### src/rtl/score_pkg.sv
// score_pkg: shared types and encodings for the scoreboard sequencing controller
package score_pkg;
  typedef enum logic {OP_INC, OP_DEC} op_t;
  typedef enum logic {S_IDLE, S_EXEC} state_t;
  localparam logic TEAM_A = 1'b0;
  localparam logic TEAM_B = 1'b1;
  localparam logic [1:0] LEAD_TIE = 2'b00;
  localparam logic [1:0] LEAD_A = 2'b01;
  localparam logic [1:0] LEAD_B = 2'b10;
endpackage

### src/rtl/btn_debounce.sv
// btn_debounce: 2-flop synchroniser, stability debounce and one-cycle press pulse on rising level
module btn_debounce #(
  parameter int DEB_CYC = 4
) (
  input  logic clk,
  input  logic rst_n,
  input  logic raw,
  output logic press
);
  localparam int CW = $clog2(DEB_CYC + 1);
  logic s1, s2, level, level_d;
  logic [CW-1:0] cnt;
  // level flips only after DEB_CYC consecutive disagreeing samples; any agreement restarts the count
  always_ff @(posedge clk or negedge rst_n) begin
    if (!rst_n) begin
      s1 <= 1'b0;
      s2 <= 1'b0;
      level <= 1'b0;
      level_d <= 1'b0;
      cnt <= '0;
      press <= 1'b0;
    end else begin
      s1 <= raw;
      s2 <= s1;
      level_d <= level;
      press <= level & ~level_d;
      if (s2 != level) begin
        if (cnt == CW'(DEB_CYC - 1)) begin
          level <= s2;
          cnt <= '0;
        end else cnt <= cnt + 1'b1;
      end else cnt <= '0;
    end
  end
endmodule

### src/rtl/score_ctrl.sv
// score_ctrl: debounced per-team inc/dec requests arbitrated round-robin onto one saturating +/-1 unit
module score_ctrl
  import score_pkg::*;
#(
  parameter int SCORE_W = 8,
  parameter int MAX_SCORE = 99,
  parameter int DEB_CYC = 4
) (
  input  logic clk,
  input  logic rst_n,
  input  logic ena,
  input  logic btn_a_inc,
  input  logic btn_a_dec,
  input  logic btn_b_inc,
  input  logic btn_b_dec,
  input  logic btn_clr,
  output logic [SCORE_W-1:0] score_a,
  output logic [SCORE_W-1:0] score_b,
  output logic upd_valid,
  output logic upd_team,
  output logic upd_sat,
  output logic [1:0] leader
);
  localparam logic [SCORE_W-1:0] MAX = SCORE_W'(MAX_SCORE);
  logic [4:0] raw, press;
  logic [1:0] pend;
  op_t pend_op_a, pend_op_b, op;
  state_t state;
  logic grant, last_grant, sat;
  logic [SCORE_W-1:0] cur, nxt;
  assign raw = {btn_clr, btn_b_dec, btn_b_inc, btn_a_dec, btn_a_inc};
  for (genvar i = 0; i < 5; i++) begin : g_btn
    btn_debounce #(.DEB_CYC(DEB_CYC)) u_btn (
      .clk(clk),
      .rst_n(rst_n),
      .raw(raw[i]),
      .press(press[i])
    );
  end
  always_comb begin
    cur = grant ? score_b : score_a;
    op = grant ? pend_op_b : pend_op_a;
    sat = (op == OP_INC) ? (cur == MAX) : (cur == '0);
    nxt = sat ? cur : (op == OP_INC) ? cur + 1'b1 : cur - 1'b1;
  end
  always_ff @(posedge clk or negedge rst_n) begin
    if (!rst_n) begin
      score_a <= '0;
      score_b <= '0;
      upd_valid <= 1'b0;
      upd_team <= 1'b0;
      upd_sat <= 1'b0;
      leader <= LEAD_TIE;
      pend <= 2'b00;
      pend_op_a <= OP_INC;
      pend_op_b <= OP_INC;
      state <= S_IDLE;
      grant <= TEAM_A;
      last_grant <= TEAM_B;
    end else begin
      upd_valid <= 1'b0;
      leader <= (score_a > score_b) ? LEAD_A : (score_b > score_a) ? LEAD_B : LEAD_TIE;
      if (ena) begin
        if (press[4]) begin
          score_a <= '0;
          score_b <= '0;
          pend <= 2'b00;
          state <= S_IDLE;
        end else begin
          // simultaneous inc+dec for one team cancel out; a press onto a pending team is dropped
          if ((press[0] ^ press[1]) && !pend[0]) begin
            pend[0] <= 1'b1;
            pend_op_a <= press[1] ? OP_DEC : OP_INC;
          end
          if ((press[2] ^ press[3]) && !pend[1]) begin
            pend[1] <= 1'b1;
            pend_op_b <= press[3] ? OP_DEC : OP_INC;
          end
          if (state == S_IDLE) begin
            if (|pend) begin
              state <= S_EXEC;
              grant <= (&pend) ? ~last_grant : pend[1];
            end
          end else begin
            if (grant == TEAM_A) score_a <= nxt;
            else score_b <= nxt;
            upd_valid <= 1'b1;
            upd_team <= grant;
            upd_sat <= sat;
            pend[grant] <= 1'b0;
            last_grant <= grant;
            state <= S_IDLE;
          end
        end
      end
    end
  end
endmodule

### config.mk
export PLATFORM = sky130hd
export DESIGN_NAME = score_ctrl
export DESIGN_NICKNAME = d
export VERILOG_FILES = /design/src/rtl/score_pkg.sv /design/src/rtl/btn_debounce.sv /design/src/rtl/score_ctrl.sv
export SDC_FILE = /design/constraint.sdc
export NUM_CORES = 1
export LEC_CHECK = 0
export BUFFER_PORTS_ARGS = -buffer_cell sky130_fd_sc_hd__buf_2
export CAP_MARGIN = 15
export CELL_PAD_IN_SITES_DETAIL_PLACEMENT = 1
export CELL_PAD_IN_SITES_GLOBAL_PLACEMENT = 2
export CORE_MARGIN = 1.5
export CORE_UTILIZATION = 40
export DETAILED_ROUTE_END_ITERATION = 8
export PLACE_DENSITY_LB_ADDON = 0.12
export REMOVE_ABC_BUFFERS = 1
export SETUP_SLACK_MARGIN = 0.2
export SYNTH_ARGS = -nofsm -noshare
export SYNTH_HDL_FRONTEND = slang
export SYNTH_SLANG_ARGS = --single-unit
### constraint.sdc
create_clock -name clk -period 6.8 [get_ports clk]
set_clock_uncertainty 0.1 [all_clocks]
set_input_delay 0.34 -clock clk [delete_from_list [all_inputs] [get_ports clk]]
set_output_delay 0.34 -clock clk [all_outputs]
set_load 0.1 [all_outputs]
==> flow_summary.yaml, run 1 <==
timing:
  finalSetupViolCount: 0
  whs_ns: 0.07600
  timing.slew.headroom: 0.4368
  rsz0062_at_grt: "false"
  period_share: 0.4564
  totalNegativeSetupSlack_ns: 0
  fmax_mhz: 322.2
  tightest_slew_ns: 0.8449
  slew_violations: 0
  min_period_ns: 3.103
  hold_violations: 0
clock_tree:
  clkTransAtPathRegs_ns: 0.08
  cts_root_buffer: "clkbuf_8"
  clk_latency_ns: 0.33
  cts_tree: "yes"
  clkSinkCount: 68
  cts_inserted_buffers: 9
  cts_buffer_depth: 2
  h-tree-depth: 3
final_layout:
  diodes: 0
  ff_latch_area_um2: 1703
  final_cell_mix: "67 x dfrtp_1, 28 x buf_2, 19 x nand2_1, 19 x ha_1, 18 x nor2_1"
  drive_above_1_share: 0.1909
  finalNetCount: 332
  finish.utilization: 0.4856
  final_common_cell: "dfrtp_1"
  multiInputGateArea_um2: 1306
  fillCellCount: 805
  syn2layout_area_growth_pct: 15.74
synthesis:
  synthCells: 263
  synth-seq-cells: 68
  synth_warnings: 0
  seq_area_frac_synth: 0.5508
  synth-async-reset-ratio: 1.000
  synth_edf_count: 0
  synth_flop_cell: "dfrtp_1"
  ys_types: 39
  avgSynthCellArea_um2: 11.76
  syn_area_um2: 3092
grt:
  antenna_found_initial: 0
  grt_max_degree: 69
  grt_usage: 0.1680
  grt.overflow.total: 0
  grt_pass1_wl_mm: 10.73
  grt_pass1_vias: 2150
route:
  wl_per_cell_um: 15.25
  num_vias: 2067
  dr_wl_met3_um: 146
  top_layer: "met4"
  first_pass_iters: 4
  via_per_inst: 5.066
  routed_wl_mm: 6.221
  drc: 0
  met1Wirelength_mm: 3.024
  wl_met2_mm: 2.989
  ant_nets: 0
  drt-initial-drc-count: 51
placed_design:
  place.gp.congestion: 0.7186
  io_buffers: 28
  dp_hpwl_mm: 4.537
floorplanning:
  pin_count: 29
  die_area_um2: 8266
  fp.coreArea_um2: 7370
  die_h_um: 90.92
  rows: 31
  initial_core_util: 0.4195
  die_w_um: 90.92
worst_setup_path:
  critPathArrivalTime_ns: 3.24
  start_kind: "flop"
  crit_type: "reg2reg"
  cp.required_ns: 6.94
  cp-end-kind: "flop"
  crit_fanout: 17
run:
  cap_viol_max_count: 0
worst_hold_path:
  hp-class: "in2async"
status:
  status: "finished, final reports clean"
==> stage by stage <==
| stage | worst slack (ns) | area, um^2 | std cells |
|---|---|---|---|
| global route | 3.404 | 3578 | 408 |
| floorplan | 4.052 | 3058 | 258 |
| finish | 3.697 | 3578 | 408 |
| detailed placement | 3.699 | 3337 | 387 |
| global placement | 3.811 | 3337 | 387 |
| CTS | 3.668 | 3578 | 408 |
==> timing repair <==
item,in CTS,in global routing
hold endpoints to repair,5,0
setup buffers,0,0
resized for setup,0,0
hold buffers,5,0
==> worst max-delay path, cell delays in order, from the launching register on <==
cell and delay (ns):
dfrtp_1 0.84, mux2i_4 0.42, inv_1 0.19, ha_1 0.38, nor2b_1 0.16, o311ai_0 0.28, nand2_1 0.11, xnor2_1 0.14
and2_4 0.16, o31ai_1 0.23
==> cells in the mapped netlist, drive strengths merged, types with 6 or more instances <==
cell / instances / share of area
inv: 13 / 0.016
nor3: 7 / 0.011
nor2: 18 / 0.022
a22o: 6 / 0.017
a21oi: 10 / 0.016
dfrtp: 67 / 0.54
a21o: 6 / 0.015
nor2b: 12 / 0.024
nor3b: 8 / 0.019
nand2: 19 / 0.023
ha: 19 / 0.077
o21ai: 11 / 0.018
mux2: 7 / 0.025
xnor2: 9 / 0.025
==> routing by layer <==
metal	vias to the layer above	GRT usage
met4	0	0.05859
li1	1008	-
met1	1025	0.2300
met3	6	0.03114
met2	28	0.2675
met5	-	0
==> state kept, by name, summed over array words and instances, names as in the netlist <==
| signal | flops |
|---|---|
| g_btn.u_btn.cnt | 15 |
| last_grant | 1 |
| pend_op_a | 1 |
| grant | 1 |
| leader | 2 |
| pend | 2 |
| g_btn.u_btn.level_d | 5 |
| score_a | 8 |
| upd_sat | 1 |
| upd_valid | 1 |
| g_btn.u_btn.level | 5 |
| score_b | 8 |
| upd_team | 1 |
| pend_op_b | 1 |
| state | 1 |
| g_btn.u_btn.s1 | 5 |
| g_btn.u_btn.s2 | 5 |
| g_btn.u_btn.press | 5 |
==> cell type report <==
type / instances / share of cell area
flip-flops and latches: 68 / 0.4759
multi-input cells: 177 / 0.3650
repair buffers: 35 / 0.05734
clock buffers: 10 / 0.03566
well taps: 99 / 0.03462
clock inverters: 6 / 0.01783
inverters: 13 / 0.01364
==> cells by family after synthesis <==
group / synth area share
XOR/XNOR: 0.03683
AND/OR/NAND/NOR: 0.1368
adder cells (fa/ha/maj): 0.08337
buffers and inverters: 0.02671
flip-flops: 0.5508
AO/OA/AOI/OAI: 0.1190
multiplexers: 0.04654
==> path summary, 6_finish.rpt <==
| path | slack (ns) | to | startpoint | depth (start not counted) |
|---|---|---|---|---|
| min in group clk | 0.18 | pend[1] | ena | 2 |
| hold / removal | 0.08 | score_a[0] | rst_n | 2 |
| hold reg to reg | 0.25 | g_btn[1].u_btn.s2 | g_btn[1].u_btn.s1 | 0 |
| max in group asynchronous | 5.95 | g_btn[3].u_btn.cnt[0] | rst_n | 2 |
| setup / recovery | 3.70 | score_a[6] | grant | 9 |
| setup reg to reg | 3.70 | score_a[6] | grant | 9 |
Power of run 1 is not shown: default switching activity piles up to over one toggle a cycle in this logic, so the estimate is an artifact.
==> run 2, diff against run 1 <==
Settings changed: CORE_UTILIZATION 40 to 36.
Clock period 6.8 ns to 2.5 ns, I/O delays scaled along.
==> run 2 against run 1 <==
Flip-flop and latch count unchanged. First-iteration DRC count increased by 3.9%. Wire length increased by 9.4%. Via count increased by 4.8%. Setup slack got worse by 3.5 ns. Cell count increased by 7.1%. Core utilization decreased by 1.4 points. Critical path depth increased by 1. Cell area increased by 8.8%. Largest cell class unchanged.
==> flow_summary.yaml, run 2 (same netlist as run 1, synthesis figures left out) <==
timing:
  tightest_slew_ns: 0.5766
  fmax_mhz: 431.0
  finalSetupViolCount: 0
  rsz0062_at_grt: "true"
  period_share: 0.9281
  hold_violations: 0
  min_period_ns: 2.320
  totalNegativeSetupSlack_ns: 0
  timing.slew.headroom: 0.6156
  slew_violations: 0
floorplanning:
  fp.coreArea_um2: 8258
  rows: 33
  die_area_um2: 9153
  die_w_um: 95.67
  die_h_um: 95.67
  pin_count: 29
  initial_core_util: 0.3744
route:
  ant_nets: 0
  first_pass_iters: 4
  drt-initial-drc-count: 53
  wl_per_cell_um: 15.58
  num_vias: 2167
  via_per_inst: 4.959
  routed_wl_mm: 6.808
  drc: 0
final_layout:
  finish.utilization: 0.4717
  syn2layout_area_growth_pct: 25.98
  fillCellCount: 896
  largest_reg_flops: 15
  final_common_cell: "dfrtp_1"
  largest_register: "g_btn.u_btn.cnt"
  finalNetCount: 355
  diodes: 0
  drive_above_1_share: 0.2892
  reg.largest.list: "g_btn.u_btn.cnt x15, score_a x8, score_b x8"
  final_cell_mix: "66 x dfrtp_1, 28 x buf_2, 18 x nand2_1, 18 x nor2_1, 18 x buf_4"
clock_tree:
  cts_tree: "yes"
  cts_root_buffer: "clkbuf_8"
  h-tree-depth: 3
  clkTransAtPathRegs_ns: 0.07
  clkSinkCount: 68
  clk_latency_ns: 0.34
  cts_inserted_buffers: 9
  cts_buffer_depth: 2
worst_hold_path:
  hp-class: "in2reg"
placed_design:
  dp_hpwl_mm: 4.907
  place.gp.congestion: 0.8377
  io_buffers: 28
worst_setup_path:
  crit_fanout: 7
  crit_type: "reg2reg"
  critPathArrivalTime_ns: 2.46
  cp_cell_sequence: "buf_12, mux2i_4, inv_2, ha_4, nand2_2, o211a_1, o21bai_1, a21oi_1, xnor2_1, o31ai_1"
  start_kind: "flop"
  cp_slowest_cell: "dfrtp_2"
  cp-end-kind: "flop"
  slowest_delay_ns: 0.44
  cp.required_ns: 2.64
grt:
  grt_usage: 0.1689
  grt.overflow.total: 0
  grt_max_degree: 26
  grt_pass1_wl_mm: 11.38
  antenna_found_initial: 0
  grt_pass1_vias: 2257
run:
  cap_viol_max_count: 0
status:
  status: "finished, final reports clean"
## run 2: final cells by class
type | count | area (um^2) | share of cell area
Clock inverter | 6 | 65.06 | 0.01670
Multi-Input combinational cell | 177 | 1393 | 0.3575
Clock buffer | 10 | 127.6 | 0.03277
Tap cell | 105 | 131.4 | 0.03373
Sequential cell | 68 | 1704 | 0.4375
Timing Repair Buffer | 58 | 425.4 | 0.1092
Inverter | 13 | 48.80 | 0.01253
## run 2: final timing paths
path / slack [ns] / from / cells after the start / to
max: 0.18 / grant / 10 / score_b[7]
min: 0.03 / ena / 3 / pend[0]
max reg2reg: 0.18 / grant / 10 / score_b[7]
min reg2reg: 0.25 / g_btn[4].u_btn.s1 / 0 / g_btn[4].u_btn.s2
max in group asynchronous: 1.34 / rst_n / 3 / last_grant
min in group asynchronous: 0.20 / rst_n / 2 / score_a[0]
## run 2: routing by layer
metal / track usage / wire [um]
met3: 0.03349 / 239
met4: 0.06618 / 109
met5: 0 / 0
met2: 0.2623 / 3132
met1: 0.2311 / 3326
## run 2: what timing repair did
action                                  4_1_cts  5_1_grt
setup buffers                                 3        1
hold buffers                                  8        0
cloned                                        1        0
hold endpoints to repair                     28        0
pin swaps                                    12        2
endpoints found under the setup margin       16       16
gates resized for setup                      21        7
## run 2: stage by stage
stage	cells	setup slack (ns)	cell area, um^2	hold slack, ns
after floorplan	258	-0.2482	3058	-0.2706
after global placement	408	0.08746	3470	0.05536
after detailed placement	408	-0.07958	3470	0.05676
after CTS	436	0.1799	3862	0.01601
after global routing	437	0.07488	3895	0.04261
final	437	0.1798	3895	0.02578
## run 2: worst max-delay path: cells and delay by family (launching register included)
kind | cells | cell delay (ns)
buffers and inverters | 2 | 0.24
adders and majority gates | 1 | 0.27
DFF | 1 | 0.44
muxes | 1 | 0.29
xor gates and xnor gates | 1 | 0.15
AOI/OAI and AO/OA | 4 | 0.69
and+or+nand+nor | 1 | 0.05
Power of run 2 is left out for the same reason.
==> run 3, diff against run 2 <==
--- a/config.mk
+++ b/config.mk
@@ -13,4 +13,5 @@
 export CORE_UTILIZATION = 36
 export DETAILED_ROUTE_END_ITERATION = 8
+export MAX_ROUTING_LAYER = met4
 export PLACE_DENSITY_LB_ADDON = 0.12
 export REMOVE_ABC_BUFFERS = 1
==> constraint.sdc (replaced) <==
create_clock -name clk -period 2.5 [get_ports clk]
set_clock_uncertainty 0.1 [all_clocks]
set_input_delay 0 -clock clk [delete_from_list [all_inputs] [get_ports clk]]
set_output_delay 0 -clock clk [all_outputs]
set_load 0.1 [all_outputs]
==> run 3 against run 2 <==
Setup slack improved by 0.0055 ns. Largest cell class unchanged. Wire length decreased by 1.6%. Die area unchanged.
==> flow_summary.yaml, run 3 (same netlist as run 1, synthesis figures left out) <==
status:
  status: "finished, final reports clean"
worst_setup_path:
  critPathArrivalTime_ns: 2.47
  cp-end-kind: "flop"
  slowest_delay_ns: 0.43
  start_kind: "flop"
  cp.buffers_inverters: 2
  cp_cell_sequence: "mux2i_4, inv_2, buf_6, ha_4, nand2_4, o211a_1, o21bai_1, a21oi_2, xnor2_2, o31ai_2"
  crit_type: "reg2reg"
  cp_slowest_cell: "dfrtp_2"
  path_delay_family: "compound AO/OA/AOI/OAI gates"
  cp.required_ns: 2.65
  crit_fanout: 4
floorplanning:
  die_w_um: 95.67
  fp.coreArea_um2: 8258
  die_h_um: 95.67
  initial_core_util: 0.3744
  rows: 33
  pin_count: 29
  die_area_um2: 9153
timing:
  min_period_ns: 2.315
  hold_violations: 0
  rsz0062_at_grt: "true"
  period_share: 0.9259
  fmax_mhz: 432.0
  tightest_slew_ns: 0.5365
  fin_ws_ns: 0.1853
  finalSetupViolCount: 0
  timing.slew.headroom: 0.6415
  slew_violations: 0
worst_hold_path:
  hp-class: "in2async"
final_layout:
  final_common_cell: "dfrtp_1"
  syn2layout_area_growth_pct: 25.82
  largest_reg_flops: 15
  diodes: 0
  largest_register: "g_btn.u_btn.cnt"
  stdcell_count: 434
  stdcell_area_um2: 3890
  drive_above_1_share: 0.2888
  finalNetCount: 352
  final_cell_mix: "66 x dfrtp_1, 29 x buf_2, 18 x nand2_1, 18 x nor2_1, 17 x ha_1"
  finish.utilization: 0.4711
  reg.largest.list: "g_btn.u_btn.cnt x15, score_a x8, score_b x8"
grt:
  grt_use_met1: 0.2292
  busiest_layer: "met2"
  grt_pass1_vias: 2203
  met2_usage: 0.2388
  grt_util_met3: 0.04625
  grt.overflow.total: 0
  grt_pass1_wl_mm: 11.07
  grt_usage: 0.1679
  grt_max_degree: 69
  antenna_found_initial: 0
run:
  cap_viol_max_count: 0
clock_tree:
  h-tree-depth: 3
  cts_inserted_buffers: 9
  cts_root_buffer: "clkbuf_8"
  clk_latency_ns: 0.34
  clkTransAtPathRegs_ns: 0.07
  cts_tree: "yes"
  cts_buffer_depth: 2
  clkSinkCount: 68
route:
  via_per_inst: 5.009
  drt-initial-drc-count: 56
  ant_nets: 0
  routed_wl_mm: 6.701
  wl_per_cell_um: 15.44
  first_pass_iters: 4
  drc: 0
  num_vias: 2174
placed_design:
  place.gp.congestion: 0.7571
  preCtsSetupSlack_ns: -0.009356
  dp_hpwl_mm: 4.837
  placedCellCount: 407
  io_buffers: 28
  postPlaceCellArea_um2: 3462
-- run 3: timing repair --
item | 4_1_cts | 5_1_grt
setup endpoints to repair | 12 | 15
hold endpoints to repair | 76 | 0
pin swaps | 3 | 8
hold buffers | 7 | 0
cloned | 1 | 0
buffers inserted | 2 | 1
resized for setup | 18 | 12
-- run 3: path summary, 6_finish.rpt --
check                                  start           endpoint  slack (ns)  depth (start not counted)
max                                    grant         score_b[7]        0.19                         10
min                                    rst_n         score_b[1]        0.09                          3
max reg2reg                            grant         score_b[7]        0.19                         10
min reg2reg                g_btn[2].u_btn.s1  g_btn[2].u_btn.s2        0.25                          0
max in group asynchronous              rst_n         last_grant        1.88                          3
min in group clk                   btn_a_inc  g_btn[0].u_btn.s1        0.19                          2
-- run 3: worst register-to-register path, cell delays in order, from the launching register on --
cell and delay (ns):
dfrtp_2 0.43, mux2i_4 0.26, inv_2 0.10, buf_6 0.14
ha_4 0.27, nand2_4 0.04, o211a_1 0.24, o21bai_1 0.17
a21oi_2 0.09, xnor2_2 0.15, o31ai_2 0.22
-- run 3: layer usage --
| metal | wire length (um) | vias to the layer above |
|---|---|---|
| met5 | 0 | - |
| met4 | 57 | 0 |
| met3 | 216 | 5 |
| met2 | 3062 | 28 |
| met1 | 3364 | 1092 |
| li1 | - | 1049 |
-- run 3: area by class of cell --
class	count	area, um^2
Fill cell	907	4368
Multi-Input combinational cell	177	1408
Clock buffer	10	127.6
Inverter	13	48.80
Sequential cell	68	1704
Timing Repair Buffer	55	381.6
Tap cell	105	131.4
Clock inverter	6	88.84
-- run 3: stage by stage --
step,hold slack [ns],setup TNS (ns)
4_1_cts,0.1210,0
3_5_place_dp,-0.04829,-0.009356
5_1_grt,0.1503,0
6_report,0.08705,0
2_1_floorplan,-0.3956,-1.513
3_3_place_gp,-0.05069,-0.02356
Power of run 3 is left out for the same reason.
